[config.mk]
export PLATFORM = sky130hd
export DESIGN_NAME = sub_shift_stage
export DESIGN_NICKNAME = d
export VERILOG_FILES = /design/src/rtl/sub_shift_stage.sv
export SDC_FILE = /design/constraint.sdc
export NUM_CORES = 2
export LEC_CHECK = 0
export CORE_MARGIN = 2
export CORE_UTILIZATION = 49
export CTS_CLUSTER_SIZE = 25
export DETAILED_ROUTE_END_ITERATION = 8
export HOLD_SLACK_MARGIN = 0.12
export PLACE_DENSITY = 0.64
export SYNTH_ARGS = -nofsm -noshare
export SYNTH_HDL_FRONTEND = slang
export SYNTH_SLANG_ARGS = --single-unit
export TNS_END_PERCENT = 10
[constraint.sdc]
create_clock -name clk -period 42 [get_ports clk]
set_input_delay 6.3 -clock clk [delete_from_list [all_inputs] [get_ports clk]]
set_output_delay 6.3 -clock clk [all_outputs]
set_load 0.1 [all_outputs]
[src/rtl/sub_shift_stage.sv]
// AES ShiftRows + SubBytes stage. ShiftRows is applied when a block is accepted.
// SubBytes then runs over 16/LANES cycles through LANES shared S-box instances.

module aes_sbox (
    input  logic [7:0] i_byte,
    output logic [7:0] o_byte
);
    function automatic logic [7:0] gf_mul(input logic [7:0] a, input logic [7:0] b);
        logic [7:0] p;
        logic [7:0] x;
        p = 8'h00;
        x = a;
        for (int i = 0; i < 8; i++) begin
            if (b[i]) p = p ^ x;
            x = {x[6:0], 1'b0} ^ (x[7] ? 8'h1b : 8'h00);
        end
        return p;
    endfunction

    // The inverse is computed as a^254, which also gives 0 for an input of 0.
    function automatic logic [7:0] gf_inv(input logic [7:0] a);
        logic [7:0] r;
        logic [7:0] base;
        r    = 8'h01;
        base = a;
        for (int i = 0; i < 8; i++) begin
            if (i != 0) r = gf_mul(r, base);
            base = gf_mul(base, base);
        end
        return r;
    endfunction

    logic [7:0] w_inv;

    assign w_inv  = gf_inv(i_byte);
    assign o_byte = w_inv ^ {w_inv[6:0], w_inv[7]} ^ {w_inv[5:0], w_inv[7:6]}
                  ^ {w_inv[4:0], w_inv[7:5]} ^ {w_inv[3:0], w_inv[7:4]} ^ 8'h63;
endmodule

// state | meaning
// IDLE  | waiting for a block, in_ready high
// SUB   | substituting LANES bytes of the working register per cycle
// DONE  | result presented, waiting for out_ready
module sub_shift_stage #(
    parameter int LANES = 4
) (
    input  logic         clk,
    input  logic         rst,
    input  logic         in_valid,
    output logic         in_ready,
    input  logic [127:0] in_data,
    output logic         out_valid,
    input  logic         out_ready,
    output logic [127:0] out_data,
    output logic         busy
);
    localparam int N     = 16 / LANES;
    localparam int CNT_W = $clog2(N) + 1;

    generate
        if (LANES != 4 && LANES != 8 && LANES != 16) begin : g_bad_lanes
            $error("sub_shift_stage: LANES must be 4, 8 or 16");
        end
    endgenerate

    typedef enum logic [1:0] {IDLE, SUB, DONE} state_t;

    state_t             r_state;
    logic [CNT_W-1:0]   r_cnt;
    logic [127:0]       r_work;
    logic [127:0]       r_out_data;
    logic               r_in_ready;
    logic               r_out_valid;
    logic               r_busy;

    logic [6:0]         w_base;
    logic [7:0]         w_sb_in  [LANES];
    logic [7:0]         w_sb_out [LANES];
    logic [127:0]       w_work_next;

    function automatic logic [127:0] shift_rows(input logic [127:0] s);
        logic [127:0] t;
        t = '0;
        for (int c = 0; c < 4; c++) begin
            for (int r = 0; r < 4; r++) begin
                t[32*c+31-8*r -: 8] = s[32*((c+r)%4)+31-8*r -: 8];
            end
        end
        return t;
    endfunction

    assign w_base = 7'(int'(r_cnt) * LANES * 8);

    genvar g;
    generate
        for (g = 0; g < LANES; g++) begin : g_lane
            assign w_sb_in[g] = r_work[w_base + 7'(8*g) +: 8];
            aes_sbox u_sbox (
                .i_byte (w_sb_in[g]),
                .o_byte (w_sb_out[g])
            );
        end
    endgenerate

    always_comb begin
        w_work_next = r_work;
        for (int i = 0; i < LANES; i++) begin
            w_work_next[w_base + 7'(8*i) +: 8] = w_sb_out[i];
        end
    end

    // out_data has its own register so a new accept cannot disturb the last result.
    always_ff @(posedge clk or posedge rst) begin
        if (rst) begin
            r_state     <= IDLE;
            r_cnt       <= '0;
            r_work      <= '0;
            r_out_data  <= '0;
            r_in_ready  <= 1'b1;
            r_out_valid <= 1'b0;
            r_busy      <= 1'b0;
        end else begin
            unique case (r_state)
                IDLE: begin
                    if (in_valid && r_in_ready) begin
                        r_work     <= shift_rows(in_data);
                        r_cnt      <= '0;
                        r_state    <= SUB;
                        r_in_ready <= 1'b0;
                        r_busy     <= 1'b1;
                    end
                end
                SUB: begin
                    r_work <= w_work_next;
                    r_cnt  <= r_cnt + 1'b1;
                    if (r_cnt == CNT_W'(N - 1)) begin
                        r_out_data  <= w_work_next;
                        r_out_valid <= 1'b1;
                        r_state     <= DONE;
                    end
                end
                DONE: begin
                    if (out_ready) begin
                        r_out_valid <= 1'b0;
                        r_in_ready  <= 1'b1;
                        r_busy      <= 1'b0;
                        r_state     <= IDLE;
                    end
                end
                default: r_state <= IDLE;
            endcase
        end
    end

    assign in_ready  = r_in_ready;
    assign out_valid = r_out_valid;
    assign out_data  = r_out_data;
    assign busy      = r_busy;
endmodule

==> impl_metrics.csv <==
group,metric,value,unit
run_status,outcome,"finished, final reports clean",
clock_tree,cts-htree-levels,1,
worst_setup_path,rr_worst_depth,50,
route,vias_per_cell,6.11,
global_route,grt_pass1_vias,57800,
layout,finish.utilization,53.4,%
clock_tree,path_clk_slew,0.06,ns
clock_tree,cts-resized-gates,0,
route,wire_per_inst,21.5,um
global_route,track_usage,30.3,%
layout,drive_gt1_share,9.28,%
synthesis,synth.avg_cell_area,7.92,um2
global_route,gr-usage-met1,42.8,%
global_route,antenna_found_initial,10,
floorplan,die_w,372,um
synthesis,synth-edff-count,0,
floorplan,io_pins,263,
min_path,holdPathEnd,"out_data[7]",
worst_setup_path,crit_type,"register to register",
floorplan,num_rows,135,
route,vias,62300,
worst_setup_path,r2r-end,"out_data[62]",
synthesis,ys_seq_elements,264,
worst_setup_path,rrSetupSlack,22.27,ns
timing,rsz0062_at_grt,"no",
min_path,hold_path_depth,2,
timing,fin_tns_setup,0,ns
route,wl,219000,um
placement,dp_hpwl,159000,um
worst_setup_path,slowest_stage,"xnor3_1",
timing,hold_viol,0,
floorplan,start_util,49.2,%
synthesis,yosysTopAreaCell,"xnor2_1",
floorplan,die_y,372,um
global_route,grt_max_degree,156,
global_route,busiest_layer,"met2",
worst_setup_path,worstPathRequired,42.47,ns
global_route,grt_use_met3,4.82,%
worst_setup_path,cpPeakStageDelay,1.12,ns
placement,gp_congestion,0.944,
synthesis,syn_area,66500,um2
synthesis,yosysSeqAreaShare,9.93,%
timing,fin_crit_sh,47.0,%
timing,setup_viol,0,
synthesis,synth_most_common_cell,"xnor2_1",
global_route,grt_overflow_total,0,
timing,drv_slew,0,
clock_tree,hold_buffers,0,
floorplan,coreArea,135000,um2
synthesis,yosysWarnings,0,
route,dr.pass1.iters,6,
route,ant_nets,0,
synthesis,yosys-top-cells-area,"xnor2_1 19%, xnor3_1 10%, dfrtp_1 9.9%",
layout,layout.nets,8550,
worst_setup_path,crit_path_end_kind,"register",
worst_setup_path,cpMostUsedCell,"xnor2_1",
route,route.detailed.drc,0,
min_path,hp-start,"out_data[7]",
synthesis,async_flop_share,100,%
synthesis,syn-instance-count,8403,
worst_setup_path,start_kind,"register",
route,drt_iter0_drc,6386,
layout,syn_to_final_growth,8.49,%
timing,period_needed,19.73,ns
synthesis,synth_cell_types,131,
placement,numPortBuffers,262,
clock_tree,root_buffer,"clkbuf_16",
timing,clock_skew,0.0228,ns
clock_tree,cts_tree,"built",
timing,fmax,50.7,MHz
synthesis,postSynthNetCount,8561,
timing,slew_headroom,15.3,%
timing,worstMarginPinSlew,1.26,ns
synthesis,synth_ff_type,"dfrtp_1",
global_route,gr-usage-met2,47.8,%
run,max_cap_viol_count,0,
clock_tree,cts.sinks,264,
global_route,grt_pass1_wl,340000,um
floorplan,fp.dieArea,139000,um2
worst_setup_path,cp_max_fo,22,
clock_tree,clk_latency,0.63,ns
synthesis,yosys-top-cells-count,"1,479 x xnor2_1, 1,169 x nor2_1, 790 x nand2_1",
clock_tree,cts_made_buffers,29,
clock_tree,cts.path.max_buffers,3,
min_path,hp-class,"register to register",
synthesis,synth_top_area_share,19.5,%
clock_tree,postCtsSetupRepairBufs,0,
worst_setup_path,rr_startpoint,"r_cnt[0]",
worst_setup_path,arrival,20.20,ns
==> worst max-delay path by stage <==
stage | start | end | slack [ns] | depth (start not counted)
floorplan | r_cnt[0] | out_data[37] | 26.19 | 60
global placement | r_cnt[0] | out_data[62] | 22.80 | 51
detailed placement | r_cnt[0] | out_data[62] | 22.55 | 50
CTS | r_cnt[0] | out_data[62] | 22.49 | 50
global route | r_cnt[0] | out_data[123] | 21.01 | 50
finish | r_cnt[0] | out_data[62] | 22.27 | 50
==> area by class of cell <==
cell class                 instances  area (um2)
multi-input combinational       7490       57500
clock inverter                    11         116
tap                             1781        2230
clock buffer                      42         875
sequential                       264        6610
antenna                            2        5.00
inverter                          95         364
timing repair buffer             512        4510
fill                           12700       63000
==> per-stage QoR <==
step / hold slack (ns) / std cells / area, um2 / setup slack (ns)
2_1_floorplan: 0.481 / 8403 / 66500 / 26.19
3_3_place_gp: 0.482 / 10100 / 71200 / 22.80
3_5_place_dp: 0.486 / 10100 / 71200 / 22.55
4_1_cts: 0.500 / 10200 / 72200 / 22.49
5_1_grt: 0.534 / 10200 / 72200 / 21.01
6_report: 0.497 / 10200 / 72200 / 22.27
==> critical path, delay by kind of cell, from the launching register on <==
| family | cells | cell delay, ns |
|---|---|---|
| AOI/OAI and AO/OA | 7 | 1.50 |
| xor gates and xnor gates | 25 | 10.87 |
| adders and majority gates | 3 | 1.57 |
| buffers and inverters | 5 | 1.87 |
| DFF | 1 | 0.77 |
| muxes | 2 | 0.98 |
| and+or+nand+nor | 8 | 1.91 |
==> state kept, by name, indices dropped and copies added, names as in the netlist <==
signal	cells
busy	1
in_ready	1
out_data	128
out_valid	1
r_cnt	3
r_state	2
r_work	128
==> cells in the final DEF, fill, tap and decap left out, drive strengths merged, types with 108 or more instances in the layout <==
cell type	n
xnor2	1638
nor2	1175
nand2	793
o21ai	571
a21oi	504
xor2	420
xnor3	333
dfrtp	263
clkdlybuf4s50	262
buf	250
a22oi	183
mux2i	181
nand3	172
nor3	159
o22ai	138
nor3b	108
==> routing by layer <==
metal | up-vias | part of all wire (%)
li1 | 29200 | -
met1 | 30100 | 44
met4 | 12 | 2.9
met3 | 316 | 8.6
met5 | - | 0.034
met2 | 2700 | 45
==> kinds of logic (layout without fill, tap and decap cells) <==
group | Yosys count | after routing | share of synthesized area, %
simple gates | 2772 | 2772 | 18.5
flops | 264 | 264 | 9.93
fa+ha+maj | 27 | 27 | 0.504
mux | 251 | 251 | 4.47
compound gates | 2003 | 2003 | 19.2
other cells | 0 | 2 | 0
buf+inv | 649 | 660 | 4.27
xor+xnor | 2437 | 2437 | 43.1
Power is not shown: default switching activity piles up to over one toggle a cycle in this logic, so the estimate is an artifact.
